[config.mk]
export PLATFORM = sky130hd
export DESIGN_NAME = multicycle_control_fsm_flat
export DESIGN_NICKNAME = d
export VERILOG_FILES = /design/src/rtl/multicycle_control_fsm_pkg.sv /design/src/rtl/multicycle_control_fsm_if.sv /design/src/rtl/multicycle_control_fsm_alu_decoder.sv /design/src/rtl/multicycle_control_fsm.sv /design/src/flat_wrapper.sv
export SDC_FILE = /design/constraint.sdc
export NUM_CORES = 1
export LEC_CHECK = 0
export ABC_CLOCK_PERIOD_IN_PS = 3200
export BUFFER_PORTS_ARGS = -buffer_cell sky130_fd_sc_hd__buf_2
export CELL_PAD_IN_SITES_DETAIL_PLACEMENT = 0
export CELL_PAD_IN_SITES_GLOBAL_PLACEMENT = 1
export CORE_MARGIN = 2
export CORE_UTILIZATION = 38
export DETAILED_ROUTE_END_ITERATION = 8
export PLACE_DENSITY_LB_ADDON = 0.2
export RECOVER_POWER = 25
export SLEW_MARGIN = 5
export SYNTH_ARGS = -nofsm -noshare
export SYNTH_HDL_FRONTEND = slang
export SYNTH_SLANG_ARGS = --single-unit
[constraint.sdc]
create_clock -name clk -period 3.2 [get_ports clk]
set_input_delay 0.48 -clock clk [delete_from_list [all_inputs] [get_ports clk]]
set_output_delay 0.48 -clock clk [all_outputs]
set_load 0.02 [all_outputs]
[src/rtl/multicycle_control_fsm_pkg.sv]
// Shared encodings for the multi-cycle RV32I controller: FSM states, opcodes and
// datapath select codes.
package multicycle_control_fsm_pkg;

    typedef enum logic [3:0] {
        S_FETCH, S_DECODE, S_MEMADR, S_MEMREAD, S_MEMWB, S_MEMWRITE,
        S_EXECR, S_EXECI, S_ALUWB, S_JAL, S_BRANCH, S_LUI, S_AUIPC,
        S_TRAP, S_HALT
    } state_t;

    typedef enum logic [1:0] {
        ALUOP_ADD   = 2'b00,
        ALUOP_SUB   = 2'b01,
        ALUOP_FUNCT = 2'b10
    } aluop_t;

    localparam logic [6:0] OP_LOAD   = 7'b0000011;
    localparam logic [6:0] OP_STORE  = 7'b0100011;
    localparam logic [6:0] OP_RTYPE  = 7'b0110011;
    localparam logic [6:0] OP_ITYPE  = 7'b0010011;
    localparam logic [6:0] OP_BRANCH = 7'b1100011;
    localparam logic [6:0] OP_JAL    = 7'b1101111;
    localparam logic [6:0] OP_LUI    = 7'b0110111;
    localparam logic [6:0] OP_AUIPC  = 7'b0010111;

    localparam logic [1:0] SRCA_PC    = 2'b00;
    localparam logic [1:0] SRCA_OLDPC = 2'b01;
    localparam logic [1:0] SRCA_RD1   = 2'b10;
    localparam logic [1:0] SRCA_ZERO  = 2'b11;

    localparam logic [1:0] SRCB_RD2  = 2'b00;
    localparam logic [1:0] SRCB_IMM  = 2'b01;
    localparam logic [1:0] SRCB_FOUR = 2'b10;

    localparam logic [1:0] RES_ALUOUT    = 2'b00;
    localparam logic [1:0] RES_DATA      = 2'b01;
    localparam logic [1:0] RES_ALURESULT = 2'b10;

    localparam logic [2:0] ALU_ADD = 3'b000;
    localparam logic [2:0] ALU_SUB = 3'b001;
    localparam logic [2:0] ALU_AND = 3'b010;
    localparam logic [2:0] ALU_OR  = 3'b011;
    localparam logic [2:0] ALU_SLT = 3'b101;

    localparam logic [2:0] IMM_I = 3'b000;
    localparam logic [2:0] IMM_S = 3'b001;
    localparam logic [2:0] IMM_B = 3'b010;
    localparam logic [2:0] IMM_U = 3'b011;
    localparam logic [2:0] IMM_J = 3'b100;

    function automatic logic [2:0] imm_src(input logic [6:0] op);
        case (op)
            OP_STORE:         return IMM_S;
            OP_BRANCH:        return IMM_B;
            OP_LUI, OP_AUIPC: return IMM_U;
            OP_JAL:           return IMM_J;
            default:          return IMM_I;
        endcase
    endfunction

endpackage

[src/rtl/multicycle_control_fsm_if.sv]
// Control/status bundle between the controller (master) and the datapath (slave).
interface multicycle_control_fsm_if;
    logic [6:0] op;
    logic [2:0] funct3;
    logic       funct7b5;
    logic       Zero;
    logic       MemReady;
    logic       PCWrite;
    logic       AdrSrc;
    logic       MemWrite;
    logic       IRWrite;
    logic       RegWrite;
    logic [1:0] ResultSrc;
    logic [1:0] ALUSrcA;
    logic [1:0] ALUSrcB;
    logic [2:0] ALUControl;
    logic [2:0] ImmSrc;
    logic       BusError;
    logic       IllegalInstr;

    modport master (
        input  op, funct3, funct7b5, Zero, MemReady,
        output PCWrite, AdrSrc, MemWrite, IRWrite, RegWrite, ResultSrc,
               ALUSrcA, ALUSrcB, ALUControl, ImmSrc, BusError, IllegalInstr
    );

    modport slave (
        output op, funct3, funct7b5, Zero, MemReady,
        input  PCWrite, AdrSrc, MemWrite, IRWrite, RegWrite, ResultSrc,
               ALUSrcA, ALUSrcB, ALUControl, ImmSrc, BusError, IllegalInstr
    );
endinterface

[src/rtl/multicycle_control_fsm_alu_decoder.sv]
// ALU operation decode: fixed add/sub for address and branch work, funct3-driven
// selection for R/I arithmetic (op5 separates R-type sub from addi).
module multicycle_control_fsm_alu_decoder
    import multicycle_control_fsm_pkg::*;
(
    input  aluop_t     alu_op_i,
    input  logic [2:0] funct3_i,
    input  logic       funct7b5_i,
    input  logic       op5_i,
    output logic [2:0] alu_ctrl_o
);

    always_comb begin
        alu_ctrl_o = ALU_ADD;
        case (alu_op_i)
            ALUOP_SUB: alu_ctrl_o = ALU_SUB;
            ALUOP_FUNCT: begin
                case (funct3_i)
                    3'b000:  alu_ctrl_o = (op5_i && funct7b5_i) ? ALU_SUB : ALU_ADD;
                    3'b010:  alu_ctrl_o = ALU_SLT;
                    3'b110:  alu_ctrl_o = ALU_OR;
                    3'b111:  alu_ctrl_o = ALU_AND;
                    default: alu_ctrl_o = ALU_ADD;
                endcase
            end
            default: alu_ctrl_o = ALU_ADD;
        endcase
    end

endmodule

[src/rtl/multicycle_control_fsm.sv]
// Multi-cycle RV32I main controller with memory wait states and bus watchdog.
// Optional `ILLEGAL_TRAP_EN: unsupported opcodes trap to HALT with a sticky IllegalInstr.
module multicycle_control_fsm
    import multicycle_control_fsm_pkg::*;
#(
    parameter int MEM_TIMEOUT = 16
)
(
    input  logic                           clk,
    input  logic                           rst_n,
    multicycle_control_fsm_if.master       bus
);

    localparam bit WD_EN = (MEM_TIMEOUT != 0);
    localparam int CNT_W = (MEM_TIMEOUT > 1) ? $clog2(MEM_TIMEOUT) : 1;

    state_t           state_q, state_d;
    logic [CNT_W-1:0] wd_q, wd_d;
    logic             bus_err_q;
    logic             mem_wait, timeout, strobe_en;
    logic             pc_write, adr_src, mem_write, ir_write, reg_write;
    logic [1:0]       result_src, alu_src_a, alu_src_b;
    aluop_t           alu_op;

    assign mem_wait = (state_q inside {S_FETCH, S_MEMREAD, S_MEMWRITE}) && !bus.MemReady;
    assign timeout  = WD_EN && mem_wait && (wd_q == CNT_W'(MEM_TIMEOUT - 1));

    always_comb begin
        state_d = state_q;
        case (state_q)
            S_FETCH:    if (bus.MemReady) state_d = S_DECODE;
            S_DECODE: begin
                case (bus.op)
                    OP_LOAD, OP_STORE: state_d = S_MEMADR;
                    OP_RTYPE:          state_d = S_EXECR;
                    OP_ITYPE:          state_d = S_EXECI;
                    OP_BRANCH:         state_d = S_BRANCH;
                    OP_JAL:            state_d = S_JAL;
                    OP_LUI:            state_d = S_LUI;
                    OP_AUIPC:          state_d = S_AUIPC;
`ifdef ILLEGAL_TRAP_EN
                    default:           state_d = S_TRAP;
`else
                    default:           state_d = S_FETCH;
`endif
                endcase
            end
            S_MEMADR:   state_d = (bus.op == OP_STORE) ? S_MEMWRITE : S_MEMREAD;
            S_MEMREAD:  if (bus.MemReady) state_d = S_MEMWB;
            S_MEMWRITE: if (bus.MemReady) state_d = S_FETCH;
            S_MEMWB, S_ALUWB, S_BRANCH: state_d = S_FETCH;
            S_EXECR, S_EXECI, S_LUI, S_AUIPC, S_JAL: state_d = S_ALUWB;
            S_TRAP, S_HALT: state_d = S_HALT;
            default:    state_d = S_FETCH;
        endcase
        if (timeout) state_d = S_HALT;
    end

    // Watchdog only runs while stalled in the same memory state.
    assign wd_d = (WD_EN && mem_wait && (state_d == state_q)) ? wd_q + 1'b1 : '0;

    always_ff @(posedge clk or negedge rst_n) begin
        if (!rst_n) begin
            state_q   <= S_FETCH;
            wd_q      <= '0;
            bus_err_q <= 1'b0;
        end else begin
            state_q <= state_d;
            wd_q    <= wd_d;
            if (timeout) bus_err_q <= 1'b1;
        end
    end

`ifdef ILLEGAL_TRAP_EN
    logic illegal_q;
    always_ff @(posedge clk or negedge rst_n) begin
        if (!rst_n)                  illegal_q <= 1'b0;
        else if (state_q == S_TRAP)  illegal_q <= 1'b1;
    end
    assign bus.IllegalInstr = illegal_q;
`else
    assign bus.IllegalInstr = 1'b0;
`endif

    always_comb begin
        pc_write   = 1'b0;
        adr_src    = 1'b0;
        mem_write  = 1'b0;
        ir_write   = 1'b0;
        reg_write  = 1'b0;
        result_src = RES_ALUOUT;
        alu_src_a  = SRCA_PC;
        alu_src_b  = SRCB_RD2;
        alu_op     = ALUOP_ADD;
        case (state_q)
            S_FETCH: begin
                alu_src_b  = SRCB_FOUR;
                result_src = RES_ALURESULT;
                ir_write   = bus.MemReady;
                pc_write   = bus.MemReady;
            end
            S_DECODE: begin alu_src_a = SRCA_OLDPC; alu_src_b = SRCB_IMM; end
            S_MEMADR: begin alu_src_a = SRCA_RD1;   alu_src_b = SRCB_IMM; end
            S_MEMREAD:  adr_src = 1'b1;
            S_MEMWB:    begin result_src = RES_DATA; reg_write = 1'b1; end
            S_MEMWRITE: begin adr_src = 1'b1; mem_write = 1'b1; end
            S_EXECR:    begin alu_src_a = SRCA_RD1; alu_op = ALUOP_FUNCT; end
            S_EXECI: begin
                alu_src_a = SRCA_RD1;
                alu_src_b = SRCB_IMM;
                alu_op    = ALUOP_FUNCT;
            end
            S_LUI:      begin alu_src_a = SRCA_ZERO;  alu_src_b = SRCB_IMM; end
            S_AUIPC:    begin alu_src_a = SRCA_OLDPC; alu_src_b = SRCB_IMM; end
            S_ALUWB:    reg_write = 1'b1;
            S_JAL: begin
                alu_src_a = SRCA_OLDPC;
                alu_src_b = SRCB_FOUR;
                pc_write  = 1'b1;
            end
            S_BRANCH: begin
                alu_src_a = SRCA_RD1;
                alu_op    = ALUOP_SUB;
                pc_write  = bus.Zero ^ bus.funct3[0];
            end
            default: ;
        endcase
    end

    // Strobes are suppressed while in reset and on the watchdog's terminal cycle.
    assign strobe_en      = rst_n & ~timeout;
    assign bus.PCWrite    = pc_write  & strobe_en;
    assign bus.IRWrite    = ir_write  & strobe_en;
    assign bus.MemWrite   = mem_write & strobe_en;
    assign bus.RegWrite   = reg_write & strobe_en;
    assign bus.AdrSrc     = adr_src;
    assign bus.ResultSrc  = result_src;
    assign bus.ALUSrcA    = alu_src_a;
    assign bus.ALUSrcB    = alu_src_b;
    assign bus.ImmSrc     = imm_src(bus.op);
    assign bus.BusError   = bus_err_q;

    multicycle_control_fsm_alu_decoder u_alu_dec (
        .alu_op_i   (alu_op),
        .funct3_i   (bus.funct3),
        .funct7b5_i (bus.funct7b5),
        .op5_i      (bus.op[5]),
        .alu_ctrl_o (bus.ALUControl)
    );

endmodule

[src/flat_wrapper.sv]
// flat-port wrapper written by rule: the top's interface ports become plain ports
module multicycle_control_fsm_flat import multicycle_control_fsm_pkg::*;
#(
    parameter int MEM_TIMEOUT = 16
)
  (clk, rst_n, bus_op, bus_funct3, bus_funct7b5, bus_Zero, bus_MemReady, bus_PCWrite, bus_AdrSrc, bus_MemWrite, bus_IRWrite, bus_RegWrite, bus_ResultSrc, bus_ALUSrcA, bus_ALUSrcB, bus_ALUControl, bus_ImmSrc, bus_BusError, bus_IllegalInstr);
  multicycle_control_fsm_if bus_i ();
  input  logic clk;
  input  logic rst_n;
  input wire logic [$bits(bus_i.op)-1:0] bus_op;
  input wire logic [$bits(bus_i.funct3)-1:0] bus_funct3;
  input wire logic [$bits(bus_i.funct7b5)-1:0] bus_funct7b5;
  input wire logic [$bits(bus_i.Zero)-1:0] bus_Zero;
  input wire logic [$bits(bus_i.MemReady)-1:0] bus_MemReady;
  output wire logic [$bits(bus_i.PCWrite)-1:0] bus_PCWrite;
  output wire logic [$bits(bus_i.AdrSrc)-1:0] bus_AdrSrc;
  output wire logic [$bits(bus_i.MemWrite)-1:0] bus_MemWrite;
  output wire logic [$bits(bus_i.IRWrite)-1:0] bus_IRWrite;
  output wire logic [$bits(bus_i.RegWrite)-1:0] bus_RegWrite;
  output wire logic [$bits(bus_i.ResultSrc)-1:0] bus_ResultSrc;
  output wire logic [$bits(bus_i.ALUSrcA)-1:0] bus_ALUSrcA;
  output wire logic [$bits(bus_i.ALUSrcB)-1:0] bus_ALUSrcB;
  output wire logic [$bits(bus_i.ALUControl)-1:0] bus_ALUControl;
  output wire logic [$bits(bus_i.ImmSrc)-1:0] bus_ImmSrc;
  output wire logic [$bits(bus_i.BusError)-1:0] bus_BusError;
  output wire logic [$bits(bus_i.IllegalInstr)-1:0] bus_IllegalInstr;
  assign bus_i.op = bus_op;
  assign bus_i.funct3 = bus_funct3;
  assign bus_i.funct7b5 = bus_funct7b5;
  assign bus_i.Zero = bus_Zero;
  assign bus_i.MemReady = bus_MemReady;
  assign bus_PCWrite = bus_i.PCWrite;
  assign bus_AdrSrc = bus_i.AdrSrc;
  assign bus_MemWrite = bus_i.MemWrite;
  assign bus_IRWrite = bus_i.IRWrite;
  assign bus_RegWrite = bus_i.RegWrite;
  assign bus_ResultSrc = bus_i.ResultSrc;
  assign bus_ALUSrcA = bus_i.ALUSrcA;
  assign bus_ALUSrcB = bus_i.ALUSrcB;
  assign bus_ALUControl = bus_i.ALUControl;
  assign bus_ImmSrc = bus_i.ImmSrc;
  assign bus_BusError = bus_i.BusError;
  assign bus_IllegalInstr = bus_i.IllegalInstr;
  multicycle_control_fsm #(.MEM_TIMEOUT(MEM_TIMEOUT)) u_core (.clk(clk), .rst_n(rst_n), .bus(bus_i));
endmodule
==> metrics.yaml <==
syn_area_um2: 1010
endpoint: "bus_MemWrite"
max_stage_delay_ps: 750
clkSlewWorstSetupHoldPaths_ps: 60
cap_violations: 0
synth_seq_cells: 9
crit_chain: "nand2_2, o22a_1, nor3_2, nand2b_1, and4_1, buf_2"
clk_path_buf_depth: 2
area.growth.synth_to_final_pct: 18.5
dr.pass1.iters: 4
slew_violations: 0
grt_pass1_wl_um: 4510
final_nets: 184
slew_headroom_pct: 57.7
worst-path-max-fanout: 18
ys.flop_type: "dfrtp_1"
hold_class: "in -> async"
status: "finished clean"
cts_setup_buffers: 0
skew_ps: 3.82
die_w_um: 55.5
place_congestion: 0.796
p_leak_nw: 0.577
antenna_cells: 0
via_per_inst: 5.47
drt_iter0_drc: 27
fmax_mhz: 382
num_io_pins: 34
vias: 1067
cpLargestDelayFamily: "flip-flops"
antenna_left: 0
finish.utilization_pct: 47.7
yosys_warnings: 0
crit_arrival_ps: 2140
hold_viol_final: 0
track_usage_pct: 18.1
path_class: "reg -> out"
syn_inst: 135
final.setup.worst_slack_ps: 583
cts_sinks: 9
path_depth: 6
r2r_start: "u_core.state_q[1]"
grt_pass1_vias: 952
crit_required_ps: 2720
cts_resized: 0
r2r_cells: 5
fp-row-count: 18
setup_viol: 0
crit_path_top_delay_cell: "dfrtp_1"
worst-r2r-setup-slack_ps: 1390
cts_buffers: 3
ys_seq_area_share_pct: 22.4
htreeDepth: 1
synth_edf_count: 0
start_kind: "register"
root_buffer: "clkbuf_4"
tns_ps: 0
core_um2: 2500
worstPathBufferInverterCount: 1
die_height_um: 55.5
start_util_pct: 40.3
synth_fp_nets: 153
antenna_found_initial: 0
cts_tree: "yes"
hold_buffers: 0
reg2reg_to: "u_core.state_q[0]"
overflow: 0
power.density_nw_per_um2: 738
tightestPinTransition_ps: 635
crit_start: "u_core.state_q[1]"
grt_setup_unrepaired: "false"
routed_wl_um: 2630
dpl_worst_slack_ps: 901
insertion_delay_ps: 270
drive_gt1_share_pct: 25.5
die-area_um2: 3080
ir_drop_v: 0.000477
drc: 0
synthArstFlopShare_pct: 100
synth_cell_types: 46
port_buffers: 32
post-route-period-util_pct: 81.8
grt_max_degree: 19
wire_per_inst_um: 13.5
hpwl_um: 1950
syn_area_per_cell_um2: 7.46
fin_crit_ps: 2620
endpoint_kind: "output pin"
-- where the power goes --
part	switching, W	internal (W)
sequential	0.0000828	0.000142
clock	0.0000432	0.0000483
combinational	0.000337	0.000228
-- area by class of cell --
class                   count  area [um2]
well taps                  30        37.5
inverters                   5        18.8
clock buffers               4        26.3
fillers                   272        1310
repair buffers             34         174
multi-input cells         113         712
flip-flops and latches      9         225
-- synth_stat cells, types with 2 or more instances --
library cell   n  area [um2]
and3_1         4        25.0
nor2b_1        4        25.0
xor2_1         3        26.3
a31oi_1        3        18.8
and2_1         4        25.0
nor3_1         4        20.0
buf_2          2        10.0
or2_1          2        12.5
nor4_1         5        31.3
o31ai_1        3        22.5
o21ai_0        5        25.0
buf_4          3        22.5
a21oi_1       13        65.1
ha_1           3        37.5
nand2b_1       5        31.3
nor2_1        12        45.0
o21ai_1        2        10.0
nand3_1        6        30.0
nand2_1       10        37.5
inv_1          5        18.8
dfrtp_1        9         225
a21o_1         2        15.0
xnor2_1        3        26.3
-- registers in the layout, indices dropped and copies added, names as in the netlist --
register	flops
u_core.bus.BusError	1
u_core.wd_q	4
u_core.state_q	4
-- per-stage QoR --
step / instances / total power, W / area [um2] / hold WS [ps]
final: 195 / 0.000881 / 1190 / 196
after global routing: 195 / 0.000960 / 1190 / 251
after CTS: 195 / 0.000882 / 1190 / 81.3
after detailed placement: 191 / 0.000788 / 1170 / 369
after global placement: 191 / 0.000785 / 1170 / 366
after floorplan: 135 / 0.000649 / 1010 / 184
-- per-layer routing --
layer	track usage, %	share of wire (%)	vias to the layer above
li1	-	-	548
met1	23.9	49	484
met2	28.9	44	31
met3	2.81	4.7	4
met4	8.36	1.9	0
met5	0	0	-
-- layout by cell type, fill, tap and decap left out, types with 2 or more instances in the layout --
master,instances
clkbuf_1,2
nand2_1,10
buf_2,31
nor4_1,5
o31ai_1,3
a21o_1,2
o21ai_0,5
ha_1,3
and2_1,4
nand2b_1,5
o21ai_1,2
xnor2_1,3
and3_1,4
nand3_1,6
inv_1,5
clkbuf_4,3
buf_4,2
xor2_1,3
a31oi_1,3
or2_1,2
nor2_1,12
nor3_1,4
a21oi_1,13
dfrtp_1,9
nor2b_1,4
-- cell families after synthesis --
logic type | share of synthesized area (%)
AO/OA/AOI/OAI | 21.4
XOR/XNOR | 5.22
adder cells (fa/ha/maj) | 3.73
buffers and inverters | 6.96
flip-flops | 22.4
multiplexers | 1.12
other | 0.372
AND/OR/NAND/NOR | 38.9
-- how the worst min path moves through the flow --
stage / from / to / cells past startpoint
final: rst_n / u_core.state_q[2] / 1
after global routing: rst_n / u_core.state_q[2] / 1
after CTS: rst_n / u_core.state_q[2] / 1
after detailed placement: rst_n / u_core.wd_q[0] / 1
after global placement: rst_n / u_core.wd_q[2] / 1
after floorplan: rst_n / u_core.bus.BusError / 0
Note: power is estimated with default switching activity, not from simulation.
